`config.mk`:
```
export PLATFORM = sky130hd
export DESIGN_NAME = adder_deserializer
export DESIGN_NICKNAME = d
export VERILOG_FILES = /design/src/rtl/adder_deserializer.sv
export SDC_FILE = /design/constraint.sdc
export NUM_CORES = 1
export LEC_CHECK = 0
export BUFFER_PORTS_ARGS = -buffer_cell sky130_fd_sc_hd__buf_2
export CORE_MARGIN = 10
export CORE_UTILIZATION = 28
export DETAILED_ROUTE_END_ITERATION = 8
export GPL_TIMING_DRIVEN = 1
export PLACE_DENSITY_LB_ADDON = 0.08
export SLEW_MARGIN = 30
export SYNTH_ARGS = -nofsm -noshare
export SYNTH_HDL_FRONTEND = slang
export SYNTH_SLANG_ARGS = --single-unit
```
`constraint.sdc`:
```
create_clock -name clk -period 3.2 [get_ports clk]
set_input_delay 0.32 -clock clk [delete_from_list [all_inputs] [get_ports clk]]
set_output_delay 0.32 -clock clk [all_outputs]
set_load 0.02 [all_outputs]
```
`src/rtl/adder_deserializer.sv`:
```
// Serial-to-parallel front end for the adder tree.
// Collects NUM samples of BITS bits into one parallel vector and presents it
// for one cycle with valid_out, either when the vector fills or on flush.
// lane_mask marks which lanes carry real samples; unused lanes read as zero.
module adder_deserializer #(
  parameter int BITS = 8,
  parameter int NUM  = 32
) (
  input  logic                     clk,
  input  logic                     rst_n,
  input  logic                     valid,
  input  logic [BITS-1:0]          data_in,
  input  logic                     flush,
  output logic [BITS*NUM-1:0]      data_out,
  output logic [NUM-1:0]           lane_mask,
  output logic                     valid_out,
  output logic [$clog2(NUM):0]     fill
);

  localparam int FW = $clog2(NUM) + 1;

  // Write pointer; doubles as the count of samples in the open vector.
  logic [FW-1:0]       fill_reg;
  // Shadow buffer holding the samples of the vector being collected.
  logic [BITS-1:0]     shadow_reg [NUM];
  logic [BITS*NUM-1:0] data_out_reg;
  logic [NUM-1:0]      lane_mask_reg;
  logic                valid_out_reg;

  // Vector and mask as they would look if emitted at this edge, i.e. the
  // shadow content with the current sample (if any) merged into lane fill.
  logic [BITS*NUM-1:0] vec_next;
  logic [NUM-1:0]      mask_next;
  logic [NUM-1:0]      lane_hit;

  logic emit_full;
  logic emit_flush;
  logic emit;

  // A full vector closes on the NUM-th sample; a flush closes whatever is
  // open, including a sample arriving in the same cycle. A flush with nothing
  // held and nothing arriving is ignored.
  assign emit_full  = valid && (fill_reg == FW'(NUM - 1));
  assign emit_flush = flush && ((fill_reg != '0) || valid);
  assign emit       = emit_full || emit_flush;

  generate
    for (genvar gi = 0; gi < NUM; gi++) begin : g_lane
      // This lane is the write target of the incoming sample.
      assign lane_hit[gi] = valid && (fill_reg == FW'(gi));

      // Lanes beyond the fill point are already zero in the shadow buffer,
      // so a partial vector comes out zero-padded without extra muxing.
      assign vec_next[gi*BITS +: BITS] = lane_hit[gi] ? data_in : shadow_reg[gi];

      // Lane holds a real sample if it was written earlier or is written now.
      assign mask_next[gi] = (FW'(gi) < fill_reg) || lane_hit[gi];

      // Per-lane shadow storage: capture on hit, clear whenever a vector leaves.
      always_ff @(posedge clk) begin
        if (!rst_n) begin
          shadow_reg[gi] <= '0;
        end else if (emit) begin
          shadow_reg[gi] <= '0;
        end else if (lane_hit[gi]) begin
          shadow_reg[gi] <= data_in;
        end
      end
    end
  endgenerate

  // Fill counter and registered output vector, mask and one-cycle pulse.
  always_ff @(posedge clk) begin
    if (!rst_n) begin
      fill_reg      <= '0;
      data_out_reg  <= '0;
      lane_mask_reg <= '0;
      valid_out_reg <= 1'b0;
    end else begin
      valid_out_reg <= emit;
      if (emit) begin
        data_out_reg  <= vec_next;
        lane_mask_reg <= mask_next;
        fill_reg      <= '0;
      end else if (valid) begin
        fill_reg <= fill_reg + FW'(1);
      end
    end
  end

  assign data_out  = data_out_reg;
  assign lane_mask = lane_mask_reg;
  assign valid_out = valid_out_reg;
  assign fill      = fill_reg;

endmodule

```
==> metrics.csv <==
metric,value,unit
hold_start,valid,
min_path_type,input pin to flop,
ys_seq_area_frac,0.601,
hold_buffers,0,
remaining_drc_errors,0,
synth_top_area_cell,edfxtp_1,
drt_iter0_drc,817,
drv_slew,0,
hold_depth,3,
clock_sinks,551,
hold_path_end,fill[0],
stdcell_count,3097,
max_freq,359,MHz
grt_max_degree,59,
p_total,16600,uW
yosysWarnings,0,
grt_pass1_vias,15324,
async_flop_share,0,
crit_type,flop to flop,
fp-row-count,104,
skew,0.0189,ns
syn_inst,1702,
endpoint_kind,flop,
dp_cells,2972,
fillCellCount,8007,
die_w,304,microns
crit_fanout,14,
synth_edf_count,256,
rsz0062_at_grt,no,
ys_ff_latch,551,
cts-buffers-inserted,67,
grt_usage,0.165,
antenna_found_initial,3,
clk_latency,0.59,ns
finalCriticalPeriod,2.79,ns
initial_utilization,0.282,
startpoint_type,flop,
cts.path.max_buffers,3,
htreeDepth,3,
vias,14573,
port_buffers,306,
setup-tns-final,0,ns
clk_pin_slew,0.06,ns
ys_top_cells_by_count,"dfxtp_1 (295), mux2i_1 (257), edfxtp_1 (256)",
netlist_area,22600,sq um
timing.rr.end,shadow_reg[1][67],
ant_nets,0,
syn_avg_cell_area,13.3,sq um
overflow,0,
design.die.area,92600,sq um
vdd_drop_max,327,uV
synthTopCellsByArea,"edfxtp_1 (34%), dfxtp_1 (26%), mux2i_1 (11%)",
finalSetupViolCount,0,
tightest_slew,0.772,ns
nets,1997,
cap_violations,0,
grt_pass1_wl,113,mm
gp_congestion,0.751,
pin_count,307,
dr.pass1.iters,5,
p_per_area,606,nW/um^2
postRouteWirelength,78.6,mm
hold_violations,0,
r2r_start,fill[1],
cts_resized,0,
yosys.cell_count.top_type,dfxtp_1,
wl_per_cell,25.4,microns
ff2ff_path_depth,6,
cts_setup_buffers,0,
status,"complete, no violations",
core-area,80300,sq um
required,3.44,ns
synth_cell_type_count,51,
p_leak,0.0122,uW
vias_per_cell,4.71,
die_h,304,microns
hpwl,51.2,mm
cts_tree,yes,
synth_top_area_share,0.340,
drive_above_1_share,0.317,
slew_headroom,0.485,
regToRegSetupSlack,0.41,ns
fin_util,0.341,
synth_top_flop_cell,dfxtp_1,
cp.arrival,3.03,ns
min_period_over_period,0.871,
area_growth,21.2,%
clk_root_buffer_cell,clkbuf_16,
-- critical path, stage by stage (launching register included) --
cell and delay [ns]:
dfxtp_1 0.32, inv_1 0.12, ha_1 0.18, buf_4 0.18
nor2b_1 0.50, nand2_1 0.62, nand2_1 0.51
-- final cells by class --
| cell class | count | area (sq um) | share of cell area |
|---|---|---|---|
| sequential | 551 | 13600 | 0.496 |
| multi-input combinational | 967 | 7970 | 0.291 |
| timing repair buffer | 388 | 2410 | 0.0879 |
| clock buffer | 92 | 1890 | 0.0688 |
| tap | 1060 | 1330 | 0.0484 |
| clock inverter | 32 | 203 | 0.00739 |
| inverter | 6 | 22.5 | 0.000822 |
| antenna | 1 | 2.50 | 0.0000913 |
-- power breakdown --
group	internal, uW	switching, uW	total, uW	leakage [uW]
Combinational	402	1020	1430	0.00599
Sequential	7720	156	7870	0.00516
Clock	4230	3080	7300	0.00104
Total	12300	4250	16600	0.0122
-- metrics by stage --
stage | hold slack (ns) | area [sq um] | worst slack, ns
2_1_floorplan | 0.487 | 22600 | 0.471
3_3_place_gp | 0.437 | 25300 | 0.515
3_5_place_dp | 0.436 | 25300 | 0.473
4_1_cts | 0.161 | 27400 | 0.433
5_1_grt | 0.232 | 27400 | 0.309
6_report | 0.211 | 27400 | 0.413
-- layer usage --
layer	part of all wire	wire, microns	track usage	vias up
met3	0.065	5080	0.0455	101
met2	0.48	37800	0.275	357
met4	0.022	1720	0.0429	4
li1	-	-	-	6840
met1	0.43	34000	0.206	7271
met5	0.00034	27	0	-
-- worst max-delay path by stage --
stage | startpoint | to | slack [ns] | depth (start not counted)
after floorplan | fill[0] | shadow_reg[0][120] | 0.47 | 11
after global placement | fill[1] | shadow_reg[1][65] | 0.52 | 6
after detailed placement | fill[1] | shadow_reg[1][66] | 0.47 | 6
after CTS | fill[1] | shadow_reg[1][66] | 0.43 | 6
after global routing | fill[1] | shadow_reg[0][3] | 0.31 | 6
final | fill[1] | shadow_reg[1][67] | 0.41 | 6
-- cells by family after synthesis --
group	after synthesis	synth area share
fa+ha+maj	4	0.00221
other cells	1	0.000166
simple gates	380	0.0731
compound gates	314	0.155
mux	257	0.114
xor+xnor	4	0.00155
flops	551	0.601
buf+inv	191	0.0533
-- layout by cell type (no fill, tap or decap), types with 5 or more instances in the layout --
| master | n |
|---|---|
| buf_2 | 306 |
| dfxtp_1 | 294 |
| mux2i_1 | 257 |
| edfxtp_1 | 256 |
| nor2_1 | 255 |
| o2bb2ai_1 | 147 |
| o2bb2ai_2 | 130 |
| clkbuf_16 | 69 |
| buf_4 | 61 |
| nand2_1 | 55 |
| buf_12 | 21 |
| clkinv_2 | 15 |
| clkbuf_1 | 15 |
| nand3_1 | 13 |
| a21oi_1 | 11 |
| a22o_1 | 10 |
| clkinv_1 | 10 |
| nand3_4 | 8 |
| conb_1 | 8 |
| clkbuf_8 | 7 |
| and3_1 | 6 |
| inv_1 | 5 |
| nor2b_1 | 5 |
| nand3_2 | 5 |
| inv_6 | 5 |
No activity file was read; power rests on OpenSTA's default activity.
